===== config.mk =====
export PLATFORM = sky130hd
export DESIGN_NAME = mem_arbiter_flat
export DESIGN_NICKNAME = d
export VERILOG_FILES = /design/src/rtl/chip8_pkg.sv /design/src/rtl/mem_arbiter_if.sv /design/src/rtl/mem_arb_picker.sv /design/src/rtl/mem_arbiter.sv /design/src/flat_wrapper.sv
export SDC_FILE = /design/constraint.sdc
export NUM_CORES = 1
export LEC_CHECK = 0
export CORE_MARGIN = 2
export CORE_UTILIZATION = 36
export DETAILED_ROUTE_END_ITERATION = 8
export GPL_ROUTABILITY_DRIVEN = 0
export PLACE_DENSITY = 0.8
export SETUP_SLACK_MARGIN = 0.3
export SLEW_MARGIN = 20
export SYNTH_ARGS = -nofsm -noshare
export SYNTH_HDL_FRONTEND = slang
export SYNTH_SLANG_ARGS = --single-unit
export TNS_END_PERCENT = 50

===== constraint.sdc =====
create_clock -name clk -period 1.61 [get_ports clk]
set_input_delay 0.4025 -clock clk [delete_from_list [all_inputs] [get_ports clk]]
set_output_delay 0.4025 -clock clk [all_outputs]
set_load 0.005 [all_outputs]

===== src/rtl/chip8_pkg.sv =====
// chip8_pkg: constants and types shared by the chip8 memory subsystem.
//   CHIP8_ADDR_W / CHIP8_DATA_W : RAM geometry
//   PORT_CPU / PORT_GPU / PORT_VGA : fixed requester slots on mem_arbiter
//   mem_cmd_t : one RAM command (write flag, address, write data)
package chip8_pkg;

    localparam int unsigned CHIP8_ADDR_W = 12;
    localparam int unsigned CHIP8_DATA_W = 8;

    localparam int unsigned PORT_CPU = 0;
    localparam int unsigned PORT_GPU = 1;
    localparam int unsigned PORT_VGA = 2;

    typedef struct packed {
        logic                    we;
        logic [CHIP8_ADDR_W-1:0] addr;
        logic [CHIP8_DATA_W-1:0] wdata;
    } mem_cmd_t;

endpackage


===== src/rtl/mem_arbiter_if.sv =====
// mem_arbiter_if: requester-side and RAM-side signals of mem_arbiter.
//   port_req/we/addr/wdata : per-port requests (port i at slice i)
//   port_ack/rdata          : per-port completion pulse and shared read data
//   mem_en/we/addr/wdata    : registered RAM command
//   mem_rdata               : RAM read data, one cycle after mem_en
// Modports: slave = arbiter view, master = requester/RAM environment view.
interface mem_arbiter_if
    import chip8_pkg::*;
#(
    parameter int unsigned NUM_PORTS = 3,
    parameter int unsigned ADDR_W    = CHIP8_ADDR_W,
    parameter int unsigned DATA_W    = CHIP8_DATA_W
);

    logic [NUM_PORTS-1:0]        port_req;
    logic [NUM_PORTS-1:0]        port_we;
    logic [NUM_PORTS*ADDR_W-1:0] port_addr;
    logic [NUM_PORTS*DATA_W-1:0] port_wdata;
    logic [NUM_PORTS-1:0]        port_ack;
    logic [DATA_W-1:0]           port_rdata;
    logic                        mem_en;
    logic                        mem_we;
    logic [ADDR_W-1:0]           mem_addr;
    logic [DATA_W-1:0]           mem_wdata;
    logic [DATA_W-1:0]           mem_rdata;

    modport slave (
        input  port_req, port_we, port_addr, port_wdata, mem_rdata,
        output port_ack, port_rdata, mem_en, mem_we, mem_addr, mem_wdata
    );

    modport master (
        output port_req, port_we, port_addr, port_wdata, mem_rdata,
        input  port_ack, port_rdata, mem_en, mem_we, mem_addr, mem_wdata
    );

endinterface


===== src/rtl/mem_arb_picker.sv =====
// mem_arb_picker: combinational search for the first set bit of eligible_i,
// starting at index start_i and wrapping around.
//   eligible_i    : candidate vector
//   start_i       : first index examined (must be < NUM_PORTS)
//   grant_valid_o : some candidate found
//   grant_oh_o    : one-hot winner (zero when nothing found)
//   grant_idx_o   : binary index of the winner
module mem_arb_picker #(
    parameter int unsigned NUM_PORTS = 3,
    parameter int unsigned IDX_W     = $clog2(NUM_PORTS)
) (
    input  logic [NUM_PORTS-1:0] eligible_i,
    input  logic [IDX_W-1:0]     start_i,
    output logic                 grant_valid_o,
    output logic [NUM_PORTS-1:0] grant_oh_o,
    output logic [IDX_W-1:0]     grant_idx_o
);

    // One extra bit so start + offset cannot overflow before wrapping.
    logic [IDX_W:0] cand;

    always_comb begin
        grant_valid_o = 1'b0;
        grant_oh_o    = '0;
        grant_idx_o   = '0;
        cand          = '0;
        for (int k = 0; k < NUM_PORTS; k++) begin
            cand = {1'b0, start_i} + (IDX_W+1)'(k);
            if (cand >= (IDX_W+1)'(NUM_PORTS)) begin
                cand = cand - (IDX_W+1)'(NUM_PORTS);
            end
            if (!grant_valid_o && eligible_i[cand[IDX_W-1:0]]) begin
                grant_valid_o                  = 1'b1;
                grant_idx_o                    = cand[IDX_W-1:0];
                grant_oh_o[cand[IDX_W-1:0]]    = 1'b1;
            end
        end
    end

endmodule


===== src/rtl/mem_arbiter.sv =====
// mem_arbiter: shares one synchronous single-port RAM between NUM_PORTS
// level-request/ack requesters, one access per cycle.
//   clk, rst_n : clock, synchronous active-low reset
//   bus        : mem_arbiter_if.slave (requester ports and RAM command)
// Timing: grant in cycle t, mem_* in t+1, port_ack (and read data) in t+2.
// Build option MEM_ARBITER_RR_EN: round-robin arbitration; when undefined,
// fixed priority with the lowest port index winning.
module mem_arbiter
    import chip8_pkg::*;
#(
    parameter int unsigned NUM_PORTS = 3,
    parameter int unsigned ADDR_W    = CHIP8_ADDR_W,
    parameter int unsigned DATA_W    = CHIP8_DATA_W
) (
    input logic          clk,
    input logic          rst_n,
    mem_arbiter_if.slave bus
);

    localparam int unsigned IdxW = $clog2(NUM_PORTS);

    logic [NUM_PORTS-1:0] busy_q, busy_d;
    logic [NUM_PORTS-1:0] issue_q, issue_d;  // owner of the access on mem_*
    logic [NUM_PORTS-1:0] ack_q;
    logic [NUM_PORTS-1:0] eligible;
    logic [NUM_PORTS-1:0] grant_oh;
    logic                 grant_valid;
    logic [IdxW-1:0]      grant_idx;
    logic [IdxW-1:0]      start_ptr;

    logic                 mem_en_q, mem_en_d;
    logic                 mem_we_q, mem_we_d;
    logic [ADDR_W-1:0]    mem_addr_q, mem_addr_d;
    logic [DATA_W-1:0]    mem_wdata_q, mem_wdata_d;

    // A port stays ineligible from its grant through its ack cycle.
    assign eligible = bus.port_req & ~busy_q;

    mem_arb_picker #(
        .NUM_PORTS (NUM_PORTS),
        .IDX_W     (IdxW)
    ) u_picker (
        .eligible_i    (eligible),
        .start_i       (start_ptr),
        .grant_valid_o (grant_valid),
        .grant_oh_o    (grant_oh),
        .grant_idx_o   (grant_idx)
    );

`ifdef MEM_ARBITER_RR_EN
    logic [IdxW-1:0] rr_ptr_q, rr_ptr_d;

    always_comb begin
        rr_ptr_d = rr_ptr_q;
        if (grant_valid) begin
            rr_ptr_d = (grant_idx == IdxW'(NUM_PORTS - 1)) ? '0 : grant_idx + 1'b1;
        end
    end

    always_ff @(posedge clk) begin
        if (!rst_n) begin
            rr_ptr_q <= '0;
        end else begin
            rr_ptr_q <= rr_ptr_d;
        end
    end

    assign start_ptr = rr_ptr_q;
`else
    assign start_ptr = '0;
`endif

    always_comb begin
        // Grant and ack never hit the same port in one cycle.
        busy_d      = (busy_q & ~ack_q) | grant_oh;
        issue_d     = grant_oh;
        mem_en_d    = grant_valid;
        mem_we_d    = mem_we_q;
        mem_addr_d  = mem_addr_q;
        mem_wdata_d = mem_wdata_q;
        if (grant_valid) begin
            mem_we_d    = bus.port_we[grant_idx];
            mem_addr_d  = bus.port_addr[grant_idx*ADDR_W +: ADDR_W];
            mem_wdata_d = bus.port_wdata[grant_idx*DATA_W +: DATA_W];
        end
    end

    always_ff @(posedge clk) begin
        if (!rst_n) begin
            busy_q      <= '0;
            issue_q     <= '0;
            ack_q       <= '0;
            mem_en_q    <= 1'b0;
            mem_we_q    <= 1'b0;
            mem_addr_q  <= '0;
            mem_wdata_q <= '0;
        end else begin
            busy_q      <= busy_d;
            issue_q     <= issue_d;
            ack_q       <= issue_q;
            mem_en_q    <= mem_en_d;
            mem_we_q    <= mem_we_d;
            mem_addr_q  <= mem_addr_d;
            mem_wdata_q <= mem_wdata_d;
        end
    end

    assign bus.port_ack   = ack_q;
    assign bus.port_rdata = bus.mem_rdata;
    assign bus.mem_en     = mem_en_q;
    assign bus.mem_we     = mem_we_q;
    assign bus.mem_addr   = mem_addr_q;
    assign bus.mem_wdata  = mem_wdata_q;

endmodule


===== src/flat_wrapper.sv =====
// flat-port wrapper written by rule: the top's interface ports become plain ports
module mem_arbiter_flat import chip8_pkg::*;
#(
    parameter int unsigned NUM_PORTS = 3,
    parameter int unsigned ADDR_W    = CHIP8_ADDR_W,
    parameter int unsigned DATA_W    = CHIP8_DATA_W
)
  (clk, rst_n, bus_port_req, bus_port_we, bus_port_addr, bus_port_wdata, bus_mem_rdata, bus_port_ack, bus_port_rdata, bus_mem_en, bus_mem_we, bus_mem_addr, bus_mem_wdata);
  mem_arbiter_if #(.NUM_PORTS(NUM_PORTS), .ADDR_W(ADDR_W), .DATA_W(DATA_W)) bus_i ();
  input logic clk;
  input logic rst_n;
  input wire logic [$bits(bus_i.port_req)-1:0] bus_port_req;
  input wire logic [$bits(bus_i.port_we)-1:0] bus_port_we;
  input wire logic [$bits(bus_i.port_addr)-1:0] bus_port_addr;
  input wire logic [$bits(bus_i.port_wdata)-1:0] bus_port_wdata;
  input wire logic [$bits(bus_i.mem_rdata)-1:0] bus_mem_rdata;
  output wire logic [$bits(bus_i.port_ack)-1:0] bus_port_ack;
  output wire logic [$bits(bus_i.port_rdata)-1:0] bus_port_rdata;
  output wire logic [$bits(bus_i.mem_en)-1:0] bus_mem_en;
  output wire logic [$bits(bus_i.mem_we)-1:0] bus_mem_we;
  output wire logic [$bits(bus_i.mem_addr)-1:0] bus_mem_addr;
  output wire logic [$bits(bus_i.mem_wdata)-1:0] bus_mem_wdata;
  assign bus_i.port_req = bus_port_req;
  assign bus_i.port_we = bus_port_we;
  assign bus_i.port_addr = bus_port_addr;
  assign bus_i.port_wdata = bus_port_wdata;
  assign bus_i.mem_rdata = bus_mem_rdata;
  assign bus_port_ack = bus_i.port_ack;
  assign bus_port_rdata = bus_i.port_rdata;
  assign bus_mem_en = bus_i.mem_en;
  assign bus_mem_we = bus_i.mem_we;
  assign bus_mem_addr = bus_i.mem_addr;
  assign bus_mem_wdata = bus_i.mem_wdata;
  mem_arbiter #(.NUM_PORTS(NUM_PORTS), .ADDR_W(ADDR_W), .DATA_W(DATA_W)) u_core (.clk(clk), .rst_n(rst_n), .bus(bus_i));
endmodule

==> results of run 1 <==
[how the worst max path moves through the flow]
stage,from,endpoint,slack [ns],depth (start not counted)
6_report,u_core.bus.mem_addr[3],bus_mem_addr[3],0.34,1
4_1_cts,u_core.bus.mem_wdata[7],bus_mem_wdata[7],0.10,1
3_5_place_dp,bus_port_req[2],u_core.bus.mem_addr[9],-0.16,5
2_1_floorplan,bus_port_req[2],u_core.bus.mem_addr[10],0.40,5
5_1_grt,u_core.bus.port_ack[2],bus_port_ack[2],0.30,1
3_3_place_gp,bus_port_req[2],u_core.bus.mem_addr[10],-0.09,5
[registers in the layout, summed over array words and instances, names as in the netlist]
signal / count
u_core.bus.mem_addr: 12
u_core.issue_q: 3
u_core.bus.mem_en: 1
u_core.bus.mem_we: 1
u_core.busy_q: 3
u_core.bus.mem_wdata: 8
u_core.bus.port_ack: 3
[final cells by class]
cell class	count	area, um^2	area share
clock buffers	8	100	0.0356
inverters	1	3.75	0.00134
multi-input cells	105	833	0.297
flip-flops and latches	31	621	0.221
well taps	52	65.1	0.0232
repair buffers	111	1190	0.422
[per-layer routing]
layer,up-vias,routed length (um),global-route usage
li1,790,-,-
met1,762,1990,0.202
met2,70,2330,0.295
met3,5,419,0.0625
met4,0,34,0.0503
met5,-,0,0
[power groups by stage]
| stage | Sequential (mW) | Combinational [mW] | Clock (mW) |
|---|---|---|---|
| final | 0.871 | 0.631 | 0.677 |
| after global routing | 0.878 | 0.679 | 0.714 |
| after CTS | 0.870 | 0.594 | 0.690 |
| after detailed placement | 0.889 | 0.626 | 0 |
| after global placement | 0.888 | 0.617 | 0 |
| after floorplan | 0.890 | 0.292 | 0 |
[placed cells by master, fill, tap and decap left out, drive strengths merged, types with 3 or more instances in the layout]
master,instances
clkbuf,11
buf,17
nand2b,3
clkdlybuf4s50,63
and2,5
dfxtp,31
dlymetal6s2s,5
nor2b,3
dlygate4sd2,23
nand3,44
mux2i,21
o221ai,21
[stage by stage]
| stage | area (um^2) | setup WS, ns | power, mW | hold WS (ns) | util |
|---|---|---|---|---|---|
| 6_report | 2810 | 0.340 | 2.18 | 0.434 | 0.636 |
| 5_1_grt | 2810 | 0.300 | 2.27 | 0.445 | 0.636 |
| 4_1_cts | 2690 | 0.102 | 2.15 | 0.437 | 0.609 |
| 3_5_place_dp | 2620 | -0.156 | 1.51 | 0.420 | 0.592 |
| 3_3_place_gp | 2620 | -0.0947 | 1.51 | 0.416 | 0.592 |
| 2_1_floorplan | 1660 | 0.402 | 1.18 | 0.412 | - |
[kinds of logic (layout without fill, tap and decap cells)]
group | Yosys count | after routing
AOI/OAI and AO/OA | 25 | 25
buffers and inverters | 28 | 120
DFF | 31 | 31
muxes | 21 | 21
and+or+nand+nor | 59 | 59
[what timing repair did]
item / CTS / global route
resized for setup: 23 / 7
pin swaps: 0 / 1
gates cloned: 0 / 4
endpoints found under the setup margin: 46 / 26
setup buffers: 0 / 2
==> implementation parameters, run 1 <==
Parameter                              Value

Flow run
  Max-Cap Viols    0

Timing
  Setup clock skew after layout    0.00585 ns
  Period utilization    0.789
  Maximum operating frequency    787 MHz
  Worst rel slew slack    0.871
  Final Hold Viols    0
  Final total negative setup slack    0 ns
  Count of endpoints failing setup in the final report    0
  Setup repair after global routing missed its margin    true
  Pin slew with the least headroom to its limit    0.189 ns
  Final critical path time including I/O delays and setup    1.27 ns
  Max Slew Vio Count    0

CTS
  Master cell of the clock root buffer    sky130_fd_sc_hd__clkbuf_8
  Bufs on Longest Clock Path    2
  CTS clk-pin slew, worst paths    0.07 ns
  Post-CTS Hold Fix Bufs    0
  TritonCTS Buffers    5
  CTS tree    built
  Number of sinks on the clock net    31
  Clock latency of the later-clocked register in the worst-skew pair    0.28 ns
  H-tree depth    2

Yosys
  Predominant post-synthesis flop cell    sky130_fd_sc_hd__dfxtp_1
  Portion of synthesized cell area occupied by the leading cell type    0.373
  Most used standard cells in the synthesized netlist    sky130_fd_sc_hd__nand3_1, sky130_fd_sc_hd__dfxtp_1, sky130_fd_sc_hd__mux2i_1
  Share of synthesized cell area in and, or, nand and nor gates    0.192
  Combinational family with the most area after synthesis    simple AND/OR/NAND/NOR gates
  Post-synthesis xor/xnor area fraction    0
  Multiplexer fraction of the synthesized cell area    0.126
  Yosys warning count    0
  Register area share after synthesis    0.373
  Most frequent cell after synthesis    sky130_fd_sc_hd__nand3_1
  Async set or reset register ratio after synthesis    0
  Area share of fa/ha/maj cells after synthesis    0
  Combined area of all synthesized cells    1660 um^2
  Number of enable flip-flop cells after synthesis    0
  Count of mapped cells out of synthesis    164
  Unique cell type count in the Yosys netlist    23
  Syn nets    240
  Fraction of the mapped netlist area in compound gates    0.171
  Biggest area consumer among synthesized cells    sky130_fd_sc_hd__dfxtp_1
  #FFs+latches synth    31
  Post-synthesis area per instance    10.1 um^2
  Most area-consuming cells after synthesis    sky130_fd_sc_hd__dfxtp_1, sky130_fd_sc_hd__nand3_1, sky130_fd_sc_hd__mux2i_1, sky130_fd_sc_hd__o221ai_2, sky130_fd_sc_hd__buf_4

Power
  Worst-case vdd ir drop    538 uV
  Power per cell area    776 nW/um^2
  Proportion of power drawn by combinational gates    0.290
  Share of total power in the clock network    0.311
  Internal power of the cells    1.62 mW
  Sequential power share    0.400
  Switching part of the total    0.255
  Net switching power    0.555 mW
  Leakage    1.21 nW

Floorplanning
  Area inside the core boundary    4410 um^2
  Overall die height    72.0 um
  Width of the die    72.0 um
  Number of core rows    24
  Die Area    5180 um^2
  Ports    109
  Initial cell density of the core    0.377

Worst setup path
  Kind of cell with the highest combined delay on the critical path    flip-flops
  Worst-case register-to-register setup slack    0.37 ns
  Reg2reg start    u_core.busy_q[2]
  Data arrival at the endpoint of the critical path    0.87 ns
  Reg2reg end    u_core.bus.mem_addr[7]
  CP startpoint kind    register
  Kind of end point of the critical path    primary output
  Cells on worst reg2reg path    4
  Crit path buf inv count    1
  Slowest CP cell    sky130_fd_sc_hd__dfxtp_1
  Required time at the endpoint of the critical path    1.21 ns
  Chain of cells forming the critical path    dlygate4sd2_1
  CP max FO    2
  Crit path largest cell delay    0.34 ns
  Setup Crit Path Kind    register to primary output

GRT
  Vias in the first global route    1,571
  GRT overflow    0
  Global-route wire length before repair    7110 um
  Maximum number of pins on one net before global-route repair    29
  Number of antenna violations at the first check in global routing    0
  Total routing resource utilization after global routing    0.172

Layout
  Count of non-filler cells in the finished layout    308
  Share of post-route cells with drive strength above 1    0.164
  Filler Cells Inserted    386
  Ant diodes    0
  Syn-to-layout area delta    68.8%
  Final #Nets    331

Hold path
  Worst hold path endpoint    u_core.bus.port_ack[2]
  Hold Path Stages    1
  Class of the tightest hold or removal check    register to register
  Origin of the worst min-delay path    u_core.issue_q[2]

Detailed routing
  DRC Markers    0
  Routed len/inst    15.5 um
  Remaining antenna violation count after routing    0
  Violation count after the first detailed-routing iteration    57
  Final wirelength    4780 um
  Avg Vias per Cell    5.28
  Count of TritonRoute iterations in the first routing pass    4
  Via total after detailed routing    1,627

Place
  DP Wirelength    3270 um
  DP Cell Count    294
  IO Port Bufs    92

Run status
  Result of the run    complete, no violations
Note: power is estimated with default switching activity, not from simulation.
==> inputs of run 2 (changes only) <==
--- a/config.mk
+++ b/config.mk
@@ -6,10 +6,10 @@
 export NUM_CORES = 1
 export LEC_CHECK = 0
 export CORE_MARGIN = 2
-export CORE_UTILIZATION = 36
+export CORE_UTILIZATION = 33
 export DETAILED_ROUTE_END_ITERATION = 8
 export GPL_ROUTABILITY_DRIVEN = 0
-export PLACE_DENSITY = 0.8
+export PLACE_DENSITY = 0.78
 export SETUP_SLACK_MARGIN = 0.3
 export SLEW_MARGIN = 20
 export SYNTH_ARGS = -nofsm -noshare
==> constraint.sdc (replaced) <==
create_clock -name clk -period 1.15 [get_ports clk]
set_input_delay 0.2875 -clock clk [delete_from_list [all_inputs] [get_ports clk]]
set_output_delay 0.2875 -clock clk [all_outputs]
set_load 0.005 [all_outputs]
==> implementation parameters, run 2 (synthesized netlist as in run 1, its figures left out) <==
Parameter                              Value

Run status
  Result of the run    finished, violations left
  Violations in the final reports    negative setup slack

Detailed routing
  Via total after detailed routing    1,624
  Avg Vias per Cell    5.01
  Final wirelength    4910 um
  Remaining antenna violation count after routing    0
  Violation count after the first detailed-routing iteration    47
  DRC Markers    0
  Routed len/inst    15.2 um
  Count of TritonRoute iterations in the first routing pass    4

Worst setup path
  Cells on worst reg2reg path    5
  Data arrival at the endpoint of the critical path    1.37 ns
  Required time at the endpoint of the critical path    1.31 ns
  Worst-case register-to-register setup slack    -0.06 ns
  CP max FO    6
  Kind of end point of the critical path    register
  CP startpoint kind    register
  Setup Crit Path Kind    register to register

Floorplanning
  Width of the die    75.0 um
  Area inside the core boundary    4790 um^2
  Ports    109
  Number of core rows    25
  Initial cell density of the core    0.348
  Die Area    5630 um^2
  Overall die height    75.0 um

CTS
  Master cell of the clock root buffer    sky130_fd_sc_hd__clkbuf_8
  Bufs on Longest Clock Path    2
  Number of sinks on the clock net    31
  Post-CTS Hold Fix Bufs    0
  TritonCTS Buffers    5
  Clock latency of the later-clocked register in the worst-skew pair    0.28 ns
  H-tree depth    2
  CTS tree    built
  CTS clk-pin slew, worst paths    0.07 ns

Timing
  Worst Setup Slack, final    -0.0619 ns
  Pin slew with the least headroom to its limit    0.190 ns
  Period utilization    1.05
  Final Hold Viols    0
  Worst rel slew slack    0.870
  Setup repair after global routing missed its margin    true
  Max Slew Vio Count    0
  Count of endpoints failing setup in the final report    21
  Final critical path time including I/O delays and setup    1.21 ns
  Maximum operating frequency    825 MHz
  Final total negative setup slack    -0.766 ns
  Setup clock skew after layout    0.00307 ns

GRT
  Global-route wire length before repair    7290 um
  Total routing resource utilization after global routing    0.170
  Number of antenna violations at the first check in global routing    0
  GRT overflow    0
  Maximum number of pins on one net before global-route repair    27
  Vias in the first global route    1,695

Layout
  Share of post-route cells with drive strength above 1    0.428
  Most frequent cells in the layout    sky130_fd_sc_hd__clkdlybuf4s50_1, sky130_fd_sc_hd__nand3_1, sky130_fd_sc_hd__dfxtp_2, sky130_fd_sc_hd__buf_6, sky130_fd_sc_hd__mux2i_1
  Final non-filler cell area    2940 um^2
  Count of non-filler cells in the finished layout    324
  Ant diodes    0
  Syn-to-layout area delta    76.8%
  Filler Cells Inserted    421
  Flip-flop count of the largest register, all copies and words added    12
  Final #Nets    332
  Most common library cell in the layout ignoring fill and taps    sky130_fd_sc_hd__clkdlybuf4s50_1
  Final cell utilization of the core    0.615

Place
  Placed cell area    2640 um^2
  DP Cell Count    309
  IO Port Bufs    92
  DP Wirelength    3200 um
  Post-place setup slack    -0.529 ns

Hold path
  Class of the tightest hold or removal check    register to register
  Hold Path Stages    1

Power
  Power per cell area    1080 nW/um^2
  Worst-case vdd ir drop    645 uV
  Leakage    1.16 nW

Flow run
  Max-Cap Viols    0
run 2: cell types whose count changed in the layout (fill, tap and decap cells not counted), sizes merged:
| cell | change |
|---|---|
| dlymetal6s2s | -4 |
| clkbuf | -2 |
| dlygate4sd2 | -21 |
| buf | +28 |
run 2: metrics by stage:
stage	power [mW]	hold slack, ns
finish	3.17	0.437
global route	3.35	0.450
detailed placement	2.12	0.425
CTS	3.10	0.423
global placement	2.11	0.415
floorplan	1.66	0.412
run 2: final timing paths:
kind | from | to
min | u_core.issue_q[0] | u_core.bus.port_ack[0]
min reg2reg | u_core.issue_q[0] | u_core.bus.port_ack[0]
max | u_core.busy_q[2] | u_core.bus.mem_wdata[0]
max reg2reg | u_core.busy_q[2] | u_core.bus.mem_wdata[0]
run 2: worst max-delay path, stage by stage (launching register included):
cell                       delay [ns]
sky130_fd_sc_hd__dfxtp_2         0.34
sky130_fd_sc_hd__nor2b_4         0.15
sky130_fd_sc_hd__buf_12          0.14
sky130_fd_sc_hd__buf_16          0.12
sky130_fd_sc_hd__mux2i_1         0.23
sky130_fd_sc_hd__o221ai_2        0.11
run 2: timing repair:
item,CTS,global route
endpoints found under the hold margin,0,0
setup buffers,1,2
setup endpoints to repair,52,52
cloned,2,2
gates resized for setup,130,42
pin swaps,3,12
run 2: layout make-up:
class                           instances  area [um^2]  area share
Timing Repair Buffer                  112         1190       0.405
Inverter                                1         3.75     0.00128
Sequential cell                        31          654       0.222
Multi-Input combinational cell        105          910       0.309
Clock buffer                            8          100      0.0340
Tap cell                               67         83.8      0.0285
run 2: per-layer routing:
| metal | GRT usage | vias to the layer above | share of wire |
|---|---|---|---|
| met5 | 0 | - | 0 |
| met4 | 0.0595 | 0 | 0.012 |
| met3 | 0.0589 | 12 | 0.075 |
| met2 | 0.291 | 67 | 0.49 |
| met1 | 0.196 | 753 | 0.42 |
| li1 | - | 792 | - |
run 2: where the power goes:
group | internal [mW] | switching (mW) | total (mW)
Clock | 0.546 | 0.395 | 0.940
Combinational | 0.622 | 0.359 | 0.981
Sequential | 1.19 | 0.0594 | 1.25
